$ cat config.mk
export PLATFORM = sky130hd
export DESIGN_NAME = mem_port_arbiter
export DESIGN_NICKNAME = d
export VERILOG_FILES = /design/src/rtl/mem_port_arbiter_pkg.sv /design/src/rtl/mem_port_arbiter.sv
export SDC_FILE = /design/constraint.sdc
export NUM_CORES = 1
export LEC_CHECK = 0
export ABC_AREA = 1
export BUFFER_PORTS_ARGS = -buffer_cell sky130_fd_sc_hd__buf_4
export CAP_MARGIN = 20
export CORE_AREA = 2 2 119 121
export DETAILED_ROUTE_END_ITERATION = 8
export DIE_AREA = 0 0 121 123
export PLACE_DENSITY = 0.4
export SLEW_MARGIN = 15
export SYNTH_ARGS = -nofsm -noshare
export SYNTH_HDL_FRONTEND = slang
export SYNTH_SLANG_ARGS = --single-unit
export TNS_END_PERCENT = 30
$ cat constraint.sdc
create_clock -name clk -period 2.8 [get_ports clk]
set_clock_uncertainty 0.05 [all_clocks]
set_input_delay 0.56 -clock clk [delete_from_list [all_inputs] [get_ports clk]]
set_output_delay 0.56 -clock clk [all_outputs]
set_load 0.05 [all_outputs]
$ cat src/rtl/mem_port_arbiter_pkg.sv
// Shared definitions for the instruction/data memory port arbiter:
// FSM state, owner and access-size encodings.
package mem_port_arbiter_pkg;

  typedef enum logic [1:0] {
    StIdle = 2'd0,
    StReq  = 2'd1,
    StWait = 2'd2
  } arb_state_e;

  typedef enum logic {
    OwnerInst = 1'b0,
    OwnerData = 1'b1
  } arb_owner_e;

  localparam logic [1:0] SizeByte = 2'd0;
  localparam logic [1:0] SizeHalf = 2'd1;
  localparam logic [1:0] SizeWord = 2'd2;

endpackage

$ cat src/rtl/mem_port_arbiter.sv
// Fixed-priority arbiter sharing one memory port between fetch and load/store;
// data wins every arbitration and at most one transaction is outstanding.
module mem_port_arbiter
  import mem_port_arbiter_pkg::*;
(
  input  logic        clk,
  input  logic        reset,
  input  logic        inst_req,
  input  logic        inst_wr,
  input  logic [1:0]  inst_size,
  input  logic [31:0] inst_addr,
  input  logic [31:0] inst_wdata,
  output logic        inst_addr_ok,
  output logic        inst_data_ok,
  output logic [31:0] inst_rdata,
  input  logic        data_req,
  input  logic        data_wr,
  input  logic [1:0]  data_size,
  input  logic [31:0] data_addr,
  input  logic [31:0] data_wdata,
  output logic        data_addr_ok,
  output logic        data_data_ok,
  output logic [31:0] data_rdata,
  output logic        mem_req,
  output logic        mem_wr,
  output logic [1:0]  mem_size,
  output logic [31:0] mem_addr,
  output logic [31:0] mem_wdata,
  input  logic        mem_addr_ok,
  input  logic        mem_data_ok,
  input  logic [31:0] mem_rdata
);

  arb_state_e state_q;
  arb_owner_e owner_q;
  logic       owner_req;
  logic       in_req;
  logic       in_wait;

  assign owner_req = (owner_q == OwnerData) ? data_req : inst_req;

  always_ff @(posedge clk) begin
    if (reset) begin
      state_q <= StIdle;
      owner_q <= OwnerInst;
    end else begin
      case (state_q)
        StIdle: begin
          if (data_req) begin
            owner_q <= OwnerData;
            state_q <= StReq;
          end else if (inst_req) begin
            owner_q <= OwnerInst;
            state_q <= StReq;
          end
        end
        StReq: begin
          // A withdrawn request abandons the grant without touching memory.
          if (owner_req && mem_addr_ok) begin
            state_q <= StWait;
          end else if (!owner_req) begin
            state_q <= StIdle;
          end
        end
        StWait: begin
          if (mem_data_ok) begin
            state_q <= StIdle;
          end
        end
        default: state_q <= StIdle;
      endcase
    end
  end

  // Handshakes are gated by reset so nothing leaks out while it is asserted.
  assign in_req  = (state_q == StReq) && !reset;
  assign in_wait = (state_q == StWait) && !reset;

  always_comb begin
    mem_req      = in_req && owner_req;
    mem_wr       = inst_wr;
    mem_size     = inst_size;
    mem_addr     = inst_addr;
    mem_wdata    = inst_wdata;
    if (owner_q == OwnerData) begin
      mem_wr    = data_wr;
      mem_size  = data_size;
      mem_addr  = data_addr;
      mem_wdata = data_wdata;
    end
    inst_addr_ok = in_req && (owner_q == OwnerInst) && mem_addr_ok;
    data_addr_ok = in_req && (owner_q == OwnerData) && mem_addr_ok;
    inst_data_ok = in_wait && (owner_q == OwnerInst) && mem_data_ok;
    data_data_ok = in_wait && (owner_q == OwnerData) && mem_data_ok;
    inst_rdata   = in_wait ? mem_rdata : 32'h0;
    data_rdata   = in_wait ? mem_rdata : 32'h0;
  end

endmodule

Word-level counts from Yosys, hierarchy flattened
Index checks and enable logic that the tools add are counted.
{ "op_classes": {"eq_ne": 5, "mux": 14, "n_bitwise": 1, "reduce_logical": 17} }
{ "ops": {"columns": ["cell", "n"], "rows": [
  ["$mux 32", 3],
  ["$logic_and 1x1->1", 12],
  ["$mux 2", 6],
  ["$ne 3x3->1 const B", 2],
  ["$pmux 2 s3", 1],
  ["$mux 1", 4],
  ["$reduce_and 3->1", 1],
  ["$eq 2x1->1 const B", 1],
  ["$eq 2x2->1 const B", 1],
  ["$logic_not 2->1", 1],
  ["$ne 2x2->1 const B", 1],
  ["$reduce_and 2->1", 1],
  ["$reduce_bool 2->1", 1],
  ["$logic_not 1->1", 1],
  ["$not 1->1", 1]
]} }
{ "totals": {"wordCells": 39, "out_inout_bits": 136, "inputBits": 172, "register_bits": 3} }

Longest topological paths before layout
{ "depth": {"depth_word": 4, "depth_mapped": 6} }

Worst setup path before layout
No wires, ideal clock.
{ "synth_timing": {"kind": "input -> output", "from": "input port reset", "to": "output port inst_rdata[10]", "slack_ns": 0.211, "t_arrival_ns": 1.979, "stages": 5, "cell_sequence": "inv_1 > nand3_2 > buf_2 > nor2_1 > buf_4"} }
{ "synth_via": {"elab_chain_cells": 3} }
{ "synth_rtl": {"columns": ["item", "line_no", "source"], "rows": [
  ["start: declaration", "mem_port_arbiter.sv:7", "input logic reset,"],
  ["$logic_not 1->1", "mem_port_arbiter.sv:77", "assign in_wait = (state_q == StWait) && !reset;"],
  ["$logic_and 1x1->1", "mem_port_arbiter.sv:77", null],
  ["$mux 32", null, null],
  ["end: declaration", "mem_port_arbiter.sv:15", "output logic [31:0] inst_rdata,"]
]} }
No other way between the ends.

Worst setup path after layout
{ "layout_timing": {"from": "register owner_q", "to": "output port mem_req"} }
{ "layout_via": {"elab_chain_cells": 2} }
{ "layout_rtl": {"columns": ["item", "line_no", "source"], "rows": [
  ["start: declaration", "mem_port_arbiter.sv:35", "arb_owner_e owner_q;"],
  ["start signal: assignment", "mem_port_arbiter.sv:45", "owner_q <= OwnerInst;"],
  ["start signal: assignment", "mem_port_arbiter.sv:50", "owner_q <= OwnerData;"],
  ["start signal: assignment", "mem_port_arbiter.sv:53", "owner_q <= OwnerInst;"],
  ["$mux 1", "mem_port_arbiter.sv:40", "assign owner_req = (owner_q == OwnerData) ? data_req : inst_req;"],
  ["$logic_and 1x1->1", "mem_port_arbiter.sv:80", "mem_req = in_req && owner_req;"],
  ["end: declaration", "mem_port_arbiter.sv:24", "output logic mem_req,"]
]} }
No other way between the ends.

==> results.json <==
{
  "status": "completed",
  "cts_resized": 0,
  "drive_gt1_share_pct": 51.7,
  "synth-edff-count": 0,
  "numPortBuffers": 307,
  "dp_hpwl_um": 7520,
  "end_kind": "primary output",
  "slowest_stage": "buf_4",
  "worst_pin_slew_ns": 0.735,
  "slew_headroom_pct": 51.0,
  "crit_path_max_incr_delay_ns": 0.56,
  "drc": 0,
  "worstSetupPathDepth": 4,
  "cts_tree": "done",
  "clock_latency_ns": 0.22,
  "p_total_w": 0.00133,
  "clock_path_buffers": 2,
  "fmax_mhz": 429,
  "htreeDepth": 1,
  "synthFlopType": "dfxtp_1",
  "r2r_slack_ns": 1.22,
  "swShare_pct": 54.6,
  "ys_seq_elements": 3,
  "hold_viol": 0,
  "leakage_nw": 2.49,
  "holdCritPathClass": "primary input to flip-flop",
  "yosysTopAreaCellShare_pct": 51.1,
  "ys_seq_area_share_pct": 3.91,
  "dp_worst_setup_slack_ns": 0.588,
  "power_frac_comb_pct": 79.2,
  "reg2reg_from": "owner_q$_SDFFE_PP0P_",
  "powerDensity_nw_per_um2": 348,
  "die_w_um": 121,
  "ys_warn_count": 0,
  "worst-path-buf-inv": 2,
  "synth.distinct_cells": 13,
  "cts.sinks": 3,
  "r2r_end": "state_q[1]$_SDFFE_PP0P_",
  "start_util_pct": 11.3,
  "avgSynthCellArea_um2": 4.42,
  "drv_slew": 0,
  "fin_nets": 786,
  "via_per_inst": 3.61,
  "syn_inst": 348,
  "fp.dieH_um": 123,
  "vdd_drop_max_mv": 0.263,
  "synthTopCellsByArea": "nand2_1 (51%), buf_4 (16%), inv_1 (9.0%)",
  "grt_usage_pct": 10.8,
  "min_to": "state_q[0]$_SDFFE_PP0P_",
  "p_seq_share_pct": 3.8,
  "syn_to_final_growth_pct": 149,
  "timing_worst_setup_path_type": "flip-flop to primary output",
  "period_share_pct": 83.2,
  "synth_common_cells": "nand2_1 (209), inv_1 (37), nor2_1 (35)",
  "p_int_w": 0.000604,
  "drt_wl_total_um": 9060,
  "cpMostUsedCell": "buf_4",
  "final_antenna_net_count": 0,
  "synth-async-reset-ratio_pct": 0,
  "antenna_found_initial": 0,
  "post-route-min-period_ns": 2.33,
  "grt_max_degree": 72,
  "clkPwrFrac_pct": 17.1,
  "drv_cap": 0,
  "syn_area_um2": 1540,
  "num_rows": 43,
  "fin_ws_ns": 0.471,
  "cts_hold_buf": 0,
  "ios": 308,
  "post-cts-setup-buffers": 0,
  "n_fill_cell": 1507,
  "die-area_um2": 14900,
  "holdPathStages": 2,
  "crit_required_ns": 2.19,
  "drt_iter0_drc": 65,
  "crit_chain": "buf_4, nand2_1, a21oi_1, buf_4",
  "startpoint_type": "flip-flop",
  "critical_path.top_delay_family": "buffers and inverters",
  "cp_max_fo": 71,
  "cts_root_buffer": "clkbuf_16",
  "n_antenna_cell": 0,
  "synth_fp_nets": 520,
  "min_from": "reset",
  "coreArea_um2": 13600,
  "synth_largest_area_cell": "nand2_1",
  "grt_pass1_wl_um": 12800,
  "grt_setup_unrepaired": "no",
  "area.sequential_um2": 61.3,
  "wire_per_inst_um": 11.4,
  "first_pass_iters": 4,
  "multi_input_area_um2": 986,
  "cts.clk_slew.worst_paths_ns": 0.03,
  "cp.arrival_ns": 1.72,
  "yosysMostFrequentCell": "nand2_1",
  "p_sw_w": 0.000728,
  "grt_overflow": 0,
  "grt_pass1_vias": 2607,
  "reg2reg_depth": 5,
  "num_vias": 2860,
  "numCtsBuffers": 3,
  "setup_viol": 0,
  "fin_setup_tns_ns": 0,
  "crit_start": "owner_q$_SDFFE_PP0P_",
  "gp_congestion": 0.774
}
==> how the worst max path moves through the flow <==
| stage | end | slack, ns |
|---|---|---|
| 2_1_floorplan | inst_rdata[10] | 0.21 |
| 3_3_place_gp | inst_rdata[31] | 0.62 |
| 3_5_place_dp | data_rdata[31] | 0.59 |
| 4_1_cts | mem_req | 0.44 |
| 5_1_grt | mem_req | 0.31 |
| 6_report | mem_req | 0.47 |
==> per-layer routing <==
metal | track usage (%) | up-vias | wire, um
li1 | - | 1500 | -
met1 | 11.4 | 1189 | 3250
met2 | 21.7 | 159 | 4820
met3 | 2.26 | 12 | 834
met4 | 2.69 | 0 | 156
met5 | 0 | - | 0
==> power groups by stage <==
stage,Sequential [W],Clock (W),Combinational [W]
2_1_floorplan,0.0000489,0,0.000651
3_3_place_gp,0.0000507,0,0.00107
3_5_place_dp,0.0000508,0,0.00107
4_1_cts,0.0000503,0.000233,0.00107
5_1_grt,0.0000509,0.000236,0.00113
6_report,0.0000503,0.000228,0.00105
==> logic make-up after synthesis <==
kind of cell,count (synthesis),share of synthesized area [%]
DFF,3,3.91
and+or+nand+nor,253,62.9
buffers and inverters,88,31.9
AOI/OAI and AO/OA,4,1.30
==> cell usage in the layout, fill, tap and decap left out, drive strengths merged <==
master	Yosys	final
clkbuf	0	4
nor2	35	35
nor3	4	4
o21ai	1	1
nand2	209	209
buf	50	311
nand3	5	5
inv	38	38
dfxtp	3	3
a21oi	3	3
==> per-stage QoR <==
stage               cells  utilization [%]  instance area (um2)  hold WS, ns
global placement      789             27.6                 3750        0.475
finish                793             28.1                 3830        0.465
floorplan             348                -                 1540        0.443
global route          793             28.1                 3830        0.470
detailed placement    789             27.6                 3750        0.471
CTS                   793             28.1                 3830        0.466
==> layout make-up <==
cell class	count	share of cell area [%]
Multi-Input combinational cell	257	25.7
Inverter	38	3.79
Clock buffer	4	2.06
Tap cell	180	5.88
Sequential cell	3	1.60
Timing Repair Buffer	311	60.9
==> registers in the layout, indices dropped and copies added, names as in the netlist <==
register  cells
state_q       2
owner_q       1
==> worst reg2reg max path, delay by kind of cell, from the launching register on <==
family | cells | cell delay, ns
buf+inv | 1 | 0.56
simple gates | 3 | 0.42
flops | 1 | 0.34
compound gates | 1 | 0.14
No activity file was read; power rests on OpenSTA's default activity.
